`src/rtl/wshb_arbiter_if.sv`:
```
// Wishbone classic point-to-point bundle; "master" drives the request side,
// "slave" drives ack and read data.
interface wshb_arbiter_if #(
  parameter int AW = 32,
  parameter int DW = 32
);
  logic            cyc;
  logic            stb;
  logic            we;
  logic [AW-1:0]   adr;
  logic [DW-1:0]   dat_ms;
  logic [DW/8-1:0] sel;
  logic            ack;
  logic [DW-1:0]   dat_sm;

  modport master (output cyc, stb, we, adr, dat_ms, sel, input ack, dat_sm);
  modport slave  (input cyc, stb, we, adr, dat_ms, sel, output ack, dat_sm);
endinterface

```
`src/rtl/wshb_arbiter.sv`:
```
// Two-master round-robin Wishbone classic arbiter with an ack quantum so a
// master holding CYC continuously cannot starve the other one.
module wshb_arbiter #(
  parameter int AW      = 32,
  parameter int DW      = 32,
  parameter int QUANTUM = 64
) (
  input  logic           clk,
  input  logic           rst_n,
  wshb_arbiter_if.slave  m0,
  wshb_arbiter_if.slave  m1,
  wshb_arbiter_if.master s,
  output logic [1:0]     gnt
);

  localparam int CW = (QUANTUM < 1) ? 1 : $clog2(QUANTUM + 1);
  localparam bit PREEMPT_EN = (QUANTUM > 0);
  localparam logic [CW-1:0] Q_MAX  = CW'(QUANTUM);
  localparam logic [CW-1:0] Q_LAST = (QUANTUM > 0) ? CW'(QUANTUM - 1) : {CW{1'b0}};

  typedef enum logic [1:0] {
    IDLE = 2'b00,
    G0   = 2'b01,
    G1   = 2'b10
  } state_t;

  state_t        state_r;
  logic [1:0]    gnt_r;
  logic          last_r;
  logic [CW-1:0] ack_cnt_r;

  logic own_cyc_s;
  logic other_cyc_s;
  logic preempt_s;

  // Owner/contender request lines and the quantum-expiry preemption condition
  always_comb begin
    own_cyc_s   = 1'b0;
    other_cyc_s = 1'b0;
    case (state_r)
      G0: begin
        own_cyc_s   = m0.cyc;
        other_cyc_s = m1.cyc;
      end
      G1: begin
        own_cyc_s   = m1.cyc;
        other_cyc_s = m0.cyc;
      end
      default: begin
        own_cyc_s   = 1'b0;
        other_cyc_s = 1'b0;
      end
    endcase
    // >= covers the saturated count when the contender shows up late
    if (PREEMPT_EN && s.ack && (ack_cnt_r >= Q_LAST) && other_cyc_s) begin
      preempt_s = 1'b1;
    end else begin
      preempt_s = 1'b0;
    end
  end

  // Grant FSM: state, round-robin history and per-grant ack counter
  always_ff @(posedge clk or negedge rst_n) begin
    if (!rst_n) begin
      state_r   <= IDLE;
      gnt_r     <= 2'b00;
      last_r    <= 1'b1;
      ack_cnt_r <= {CW{1'b0}};
    end else begin
      case (state_r)
        IDLE: begin
          if (m0.cyc && (!m1.cyc || last_r)) begin
            state_r   <= G0;
            gnt_r     <= 2'b01;
            last_r    <= 1'b0;
            ack_cnt_r <= {CW{1'b0}};
          end else if (m1.cyc) begin
            state_r   <= G1;
            gnt_r     <= 2'b10;
            last_r    <= 1'b1;
            ack_cnt_r <= {CW{1'b0}};
          end else begin
            state_r <= IDLE;
            gnt_r   <= 2'b00;
          end
        end
        G0, G1: begin
          if (!own_cyc_s || preempt_s) begin
            state_r <= IDLE;
            gnt_r   <= 2'b00;
          end else if (s.ack && (ack_cnt_r != Q_MAX)) begin
            ack_cnt_r <= ack_cnt_r + {{(CW-1){1'b0}}, 1'b1};
          end else begin
            ack_cnt_r <= ack_cnt_r;
          end
        end
        default: begin
          state_r <= IDLE;
          gnt_r   <= 2'b00;
        end
      endcase
    end
  end

  // Pure mux from the owning master to the slave; acks go only to the owner
  always_comb begin
    s.cyc    = 1'b0;
    s.stb    = 1'b0;
    s.we     = 1'b0;
    s.adr    = {AW{1'b0}};
    s.dat_ms = {DW{1'b0}};
    s.sel    = {(DW/8){1'b0}};
    m0.ack   = 1'b0;
    m1.ack   = 1'b0;
    case (state_r)
      G0: begin
        s.cyc    = m0.cyc;
        s.stb    = m0.stb;
        s.we     = m0.we;
        s.adr    = m0.adr;
        s.dat_ms = m0.dat_ms;
        s.sel    = m0.sel;
        m0.ack   = s.ack;
      end
      G1: begin
        s.cyc    = m1.cyc;
        s.stb    = m1.stb;
        s.we     = m1.we;
        s.adr    = m1.adr;
        s.dat_ms = m1.dat_ms;
        s.sel    = m1.sel;
        m1.ack   = s.ack;
      end
      default: begin
        m0.ack = 1'b0;
        m1.ack = 1'b0;
      end
    endcase
  end

  assign m0.dat_sm = s.dat_sm;
  assign m1.dat_sm = s.dat_sm;
  assign gnt       = gnt_r;

endmodule

```
`src/flat_wrapper.sv`:
```
// flat-port wrapper written by rule: the top's interface ports become plain ports
module wshb_arbiter_flat 
#(
  parameter int AW      = 32,
  parameter int DW      = 32,
  parameter int QUANTUM = 64
)
  (clk, rst_n, gnt, m0_cyc, m0_stb, m0_we, m0_adr, m0_dat_ms, m0_sel, m0_ack, m0_dat_sm, m1_cyc, m1_stb, m1_we, m1_adr, m1_dat_ms, m1_sel, m1_ack, m1_dat_sm, s_cyc, s_stb, s_we, s_adr, s_dat_ms, s_sel, s_ack, s_dat_sm);
  wshb_arbiter_if #(.AW(AW), .DW(DW)) m0_i ();
  wshb_arbiter_if #(.AW(AW), .DW(DW)) m1_i ();
  wshb_arbiter_if #(.AW(AW), .DW(DW)) s_i ();
  input  logic clk;
  input  logic rst_n;
  output logic [1:0] gnt;
  input wire logic [$bits(m0_i.cyc)-1:0] m0_cyc;
  input wire logic [$bits(m0_i.stb)-1:0] m0_stb;
  input wire logic [$bits(m0_i.we)-1:0] m0_we;
  input wire logic [$bits(m0_i.adr)-1:0] m0_adr;
  input wire logic [$bits(m0_i.dat_ms)-1:0] m0_dat_ms;
  input wire logic [$bits(m0_i.sel)-1:0] m0_sel;
  output wire logic [$bits(m0_i.ack)-1:0] m0_ack;
  output wire logic [$bits(m0_i.dat_sm)-1:0] m0_dat_sm;
  input wire logic [$bits(m1_i.cyc)-1:0] m1_cyc;
  input wire logic [$bits(m1_i.stb)-1:0] m1_stb;
  input wire logic [$bits(m1_i.we)-1:0] m1_we;
  input wire logic [$bits(m1_i.adr)-1:0] m1_adr;
  input wire logic [$bits(m1_i.dat_ms)-1:0] m1_dat_ms;
  input wire logic [$bits(m1_i.sel)-1:0] m1_sel;
  output wire logic [$bits(m1_i.ack)-1:0] m1_ack;
  output wire logic [$bits(m1_i.dat_sm)-1:0] m1_dat_sm;
  output wire logic [$bits(s_i.cyc)-1:0] s_cyc;
  output wire logic [$bits(s_i.stb)-1:0] s_stb;
  output wire logic [$bits(s_i.we)-1:0] s_we;
  output wire logic [$bits(s_i.adr)-1:0] s_adr;
  output wire logic [$bits(s_i.dat_ms)-1:0] s_dat_ms;
  output wire logic [$bits(s_i.sel)-1:0] s_sel;
  input wire logic [$bits(s_i.ack)-1:0] s_ack;
  input wire logic [$bits(s_i.dat_sm)-1:0] s_dat_sm;
  assign m0_i.cyc = m0_cyc;
  assign m0_i.stb = m0_stb;
  assign m0_i.we = m0_we;
  assign m0_i.adr = m0_adr;
  assign m0_i.dat_ms = m0_dat_ms;
  assign m0_i.sel = m0_sel;
  assign m0_ack = m0_i.ack;
  assign m0_dat_sm = m0_i.dat_sm;
  assign m1_i.cyc = m1_cyc;
  assign m1_i.stb = m1_stb;
  assign m1_i.we = m1_we;
  assign m1_i.adr = m1_adr;
  assign m1_i.dat_ms = m1_dat_ms;
  assign m1_i.sel = m1_sel;
  assign m1_ack = m1_i.ack;
  assign m1_dat_sm = m1_i.dat_sm;
  assign s_cyc = s_i.cyc;
  assign s_stb = s_i.stb;
  assign s_we = s_i.we;
  assign s_adr = s_i.adr;
  assign s_dat_ms = s_i.dat_ms;
  assign s_sel = s_i.sel;
  assign s_i.ack = s_ack;
  assign s_i.dat_sm = s_dat_sm;
  wshb_arbiter #(.AW(AW), .DW(DW), .QUANTUM(QUANTUM)) u_core (.clk(clk), .rst_n(rst_n), .m0(m0_i), .m1(m1_i), .s(s_i), .gnt(gnt));
endmodule
```
`config.mk`:
```
export PLATFORM = sky130hd
export DESIGN_NAME = wshb_arbiter_flat
export DESIGN_NICKNAME = d
export VERILOG_FILES = /design/src/rtl/wshb_arbiter_if.sv /design/src/rtl/wshb_arbiter.sv /design/src/flat_wrapper.sv
export SDC_FILE = /design/constraint.sdc
export NUM_CORES = 1
export LEC_CHECK = 0
export CAP_MARGIN = 20
export CORE_AREA = 2 2 121 123
export CTS_CLUSTER_DIAMETER = 150
export CTS_CLUSTER_SIZE = 28
export DETAILED_ROUTE_END_ITERATION = 12
export DIE_AREA = 0 0 123 125
export PLACE_DENSITY = 0.69
export SETUP_SLACK_MARGIN = 0.1
export SLEW_MARGIN = 20
export SYNTH_ARGS = -nofsm -noshare
export SYNTH_HDL_FRONTEND = slang
export SYNTH_SLANG_ARGS = --single-unit
```
`constraint.sdc`:
```
create_clock -name clk -period 2 [get_ports clk]
set_input_delay 0.4 -clock clk [delete_from_list [all_inputs] [get_ports clk]]
set_output_delay 0.4 -clock clk [all_outputs]
set_load 0.02 [all_outputs]
```
After elaboration in Yosys (flattened, before gate mapping)
Cells that the tools add are included.

cells by class
  add/sub/neg operators = 1
  $lt $le $gt $ge = 1
  eq/ne operators = 7
  multiplexer cells = 21
  reduce and logical (&&, ||, !) cells = 14

operators with widths
  kind                                                 number
  one-hot mux 32 bit (2 select lines)                  2
  two-way mux 7 bit                                    4
  one-hot mux 7 bit (2 select lines)                   1
  one-hot mux 1 bit (2 select lines)                   4
  one-hot mux 4 bit (2 select lines)                   1
  adder 7 x 1 -> 7 bit, second input constant          1
  >= comparator 7 x 6 -> 1 bit, second input constant  1
  != test 7 bit, second input constant                 1
  two-way mux 2 bit                                    3
  two-way mux 1 bit                                    5
  logical AND 1 bit                                    4
  != test 2 x 1 -> 1 bit, second input constant        2
  one-hot mux 2 bit (2 select lines)                   1
  AND reduction 4 bit                                  1
  nonzero test 2 bit                                   2
  != test 3 x 2 -> 1 bit, second input constant        1
  == test 2 x 1 -> 1 bit, second input constant        1
  == test 2 bit, second input constant                 1
  zero test 1 bit                                      2
  zero test 2 bit                                      1
  logical OR 1 bit                                     2
  != test 2 bit, second input constant                 1
  AND reduction 2 bit                                  1
  OR reduction 2 bit                                   1

word-level totals
  flip-flop bits (word level) = 10
  output and inout port bits = 139

Longest topological paths before layout
  depth in word-level cells = 7
  gate-level depth with buffers = 8
  depth with buffers taken out = 7

Worst setup path before layout
No wires, ideal clock.

  path kind = register to output
  from = register, netlist name u_core.gnt[0]
  to = output s_adr[0]
  arrival = 1.878 ns
  required time = 1.600 ns
  slack = -0.278 ns
  stages on the path, launching flop included = 7
  buffers on the path = 3
  cells stage by stage = dfrtp_1 inv_1 ha_1 buf_2 clkbuf_1 clkbuf_1 nor2b_1

RTL lines
  what           RTL line            RTL
  end, declared  flat_wrapper.sv:34  output wire logic [$bits(s_i.adr)-1:0] s_adr;

==> results <==
==> routing by layer <==
layer | GRT usage [%] | wire length [µm] | vias to the layer above
met1 | 14.8 | 4560 | 1527
met2 | 30.2 | 7570 | 201
met4 | 4.55 | 336 | 0
met5 | 0 | 0 | -
li1 | - | - | 1486
met3 | 4.06 | 1320 | 45
==> registers in the layout, indices dropped and copies added (netlist names) <==
| register | cells |
|---|---|
| u_core.ack_cnt_r | 7 |
| u_core.last_r | 1 |
| u_core.gnt | 2 |
==> power by group <==
group | internal [µW] | total [µW] | switching, µW
Sequential | 264 | 342 | 77.3
Combinational | 4780 | 8430 | 3640
Clock | 303 | 418 | 115
==> area by class of cell <==
| class | count | area [µm²] | area share, % |
|---|---|---|---|
| Timing Repair Buffer | 271 | 3120 | 51.4 |
| Sequential cell | 10 | 254 | 4.18 |
| Inverter | 7 | 31.3 | 0.515 |
| Clock buffer | 4 | 88.8 | 1.46 |
| Tap cell | 184 | 230 | 3.79 |
| Multi-Input combinational cell | 217 | 2340 | 38.6 |
==> through the flow <==
| stage | utilization (%) | total power [µW] | cells |
|---|---|---|---|
| floorplan | - | 4110 | 325 |
| detailed placement | 34.0 | 6020 | 656 |
| CTS | 39.4 | 8270 | 680 |
| global placement | 34.0 | 5910 | 656 |
| global route | 42.7 | 9630 | 693 |
| finish | 42.7 | 9190 | 693 |
==> worst register-to-register path, cell delays in order (launching register included) <==
cell and delay, ns:
dfrtp_2 0.41, inv_4 0.06, ha_4 0.20, buf_8 0.15
buf_16 0.15, a22oi_2 0.24, a221oi_4 0.08, or4_4 0.53
o211ai_1 0.11
==> worst paths after layout <==
kind | cells after the start | to | from
setup / recovery | 8 | s_cyc | u_core.gnt[0]
hold / removal | 2 | u_core.last_r | u_core.last_r
setup reg to reg | 8 | u_core.ack_cnt_r[1] | u_core.gnt[1]
hold reg to reg | 2 | u_core.last_r | u_core.last_r
max in group asynchronous | 1 | u_core.gnt[1] | rst_n
min in group asynchronous | 1 | u_core.ack_cnt_r[1] | rst_n
==> cells by family (layout without fill, tap and decap cells) <==
group | after synthesis | after routing | synth area share [%]
AND/OR/NAND/NOR | 115 | 115 | 29.3
buffers and inverters | 98 | 282 | 25.9
AO/OA/AOI/OAI | 95 | 95 | 30.7
flip-flops | 10 | 10 | 10.6
adder cells (fa/ha/maj) | 5 | 5 | 2.63
multiplexers | 2 | 2 | 0.946
==> cell usage in the layout (no fill, tap or decap), drive strengths merged, types with 3 or more instances in the layout <==
cell type      instances
nand4                  4
o211ai                 6
nand3                  7
a21oi                  5
clkdlybuf4s50        145
inv                    7
ha                     5
nor2b                 70
dfrtp                  9
a22oi                 73
buf                  118
nand2                 15
nor4b                  3
and2                   4
clkbuf                10
o21ai                  4
==> what timing repair did <==
action                     in CTS  in global routing
hold endpoints to repair        0                  0
gates resized for setup       464                 57
buffers inserted                9                  5
pin swaps                      23                 27
cloned                         11                  8
setup endpoints to repair      82                 82
==> impl_results.md <==
* Distinct cells, synth at 39
* Number of synthesized flops with an enable pin at 0
* # clock sinks at 10
* Setup TNS at -0.454 ns
* Slowest stage delay, CP at 0.41 ns
* Status: finished, violations left
* CTS tree: done
* WL/cell at 19.9 µm
* Slew HR at 63.7%
* Total track usage at 15.2%
* Max-Cap Viols at 0
* Share of the synthesized area in the top cell type at 22.7%
* Root buf cell: clkbuf_16
* Via count at 3259
* Clock latency on the worst-skew pair at 0.24 ns
* Dpl hpwl at 8260 µm
* Rows at 44
* Clk slew on worst S/H paths at 0.05 ns
* Fillers at 1324
* Worst reg2reg setup slack at -0.02 ns
* Register area share after synthesis at 10.6%
* VDD IR-drop max at 0.506 mV
* DR iter-0 viols at 143
* Total CTS buffers at 3
* Peak Freq at 493 MHz
* Slew of the pin with the lowest slew margin at 0.543 ns
* Die height at 125 µm
* Post-route ant nets at 0
* Crit-path cells: inv_4, ha_4, buf_12, buf_6, a22o_1, nand2_2, inv_2, buf_6
* I/O pins at 316
* Vias in the first global route at 3235
* First-pass GRT wire length at 17900 µm
* Worst min-delay path class: flop to flop
* Crit-path slowest cell: dfrtp_2
* # hold bufs at CTS at 0
* Most instantiated library cell after synthesis: a22oi_1
* DRC viols at 0
* Max FO, Critical Path at 5
* Most used cell along the critical path: buf_6
* Placer Congestion at 0.878
* Layout area overhead at 155%
* Yosys reg bits at 10
* Setup crit start kind: flop
* Pre-Repair DR Iteration Count at 4
* Synth top area cells: a22oi_1 23%, buf_4 21%, nor2b_1 18%, dfrtp_1 9.5%, ha_1 2.6%
* Critical Path RT at 1.60 ns
* Crit. End Element: primary output
* Worst Path Buf+Inv at 5
* Fin crit share at 102%
* Synth Cell Area at 2380 µm²
* Syn. warnings at 0
* Post-route cell area at 6070 µm²
* Max Slew Vio Count at 0
* Leakage Power at 0.00226 µW
* Initial antenna violation count at 0
* Placed instance area at 4820 µm²
* Vias per cell at 4.70
* Setup WS post-layout at -0.0302 ns
* Place WS at -0.278 ns
* Port Buf Inserts at 219
* Grt total ovfl at 0
* Failing checks: setup timing
* Die Wd at 123 µm
* CP Data Arrival Time at 1.63 ns
* CTS max path bufs at 2
* Total routed wirelength at 13800 µm
* Post-synth top cells: 72 x a22oi_1, 70 x nor2b_1, 65 x buf_4
* Syn_nets at 507
* Clock skew at 0.00153 ns
* Crit Path Class: flop to primary output
* Core region area at 14200 µm²
* Synth area leader: a22oi_1
* RSZ-0062 raised after global routing: true
* DIE AREA at 15400 µm²
* Min Tclk post-route at 2.03 ns
* Final setup violating endpoints at 39
* N_diodes at 0
* Initial Util at 16.8%
* Share of cells above drive strength 1 at 58.9%
* Largest net degree at the start of global routing at 33
* Synth Area per Inst at 7.32 µm²
* H-tree Lvls at 1
* Cell family with most CP delay: buffers and inverters
* Async set or reset register ratio after synthesis at 100%
* Power Dens Cells at 1510 nW/µm²
* Fin. Hold Viols at 0
* Gate Count Post-Synth at 325
* Nets at 692
* Main flop type after synthesis: dfrtp_1
* Hold WS at 0.501 ns
(Power assumes the default switching activity.)
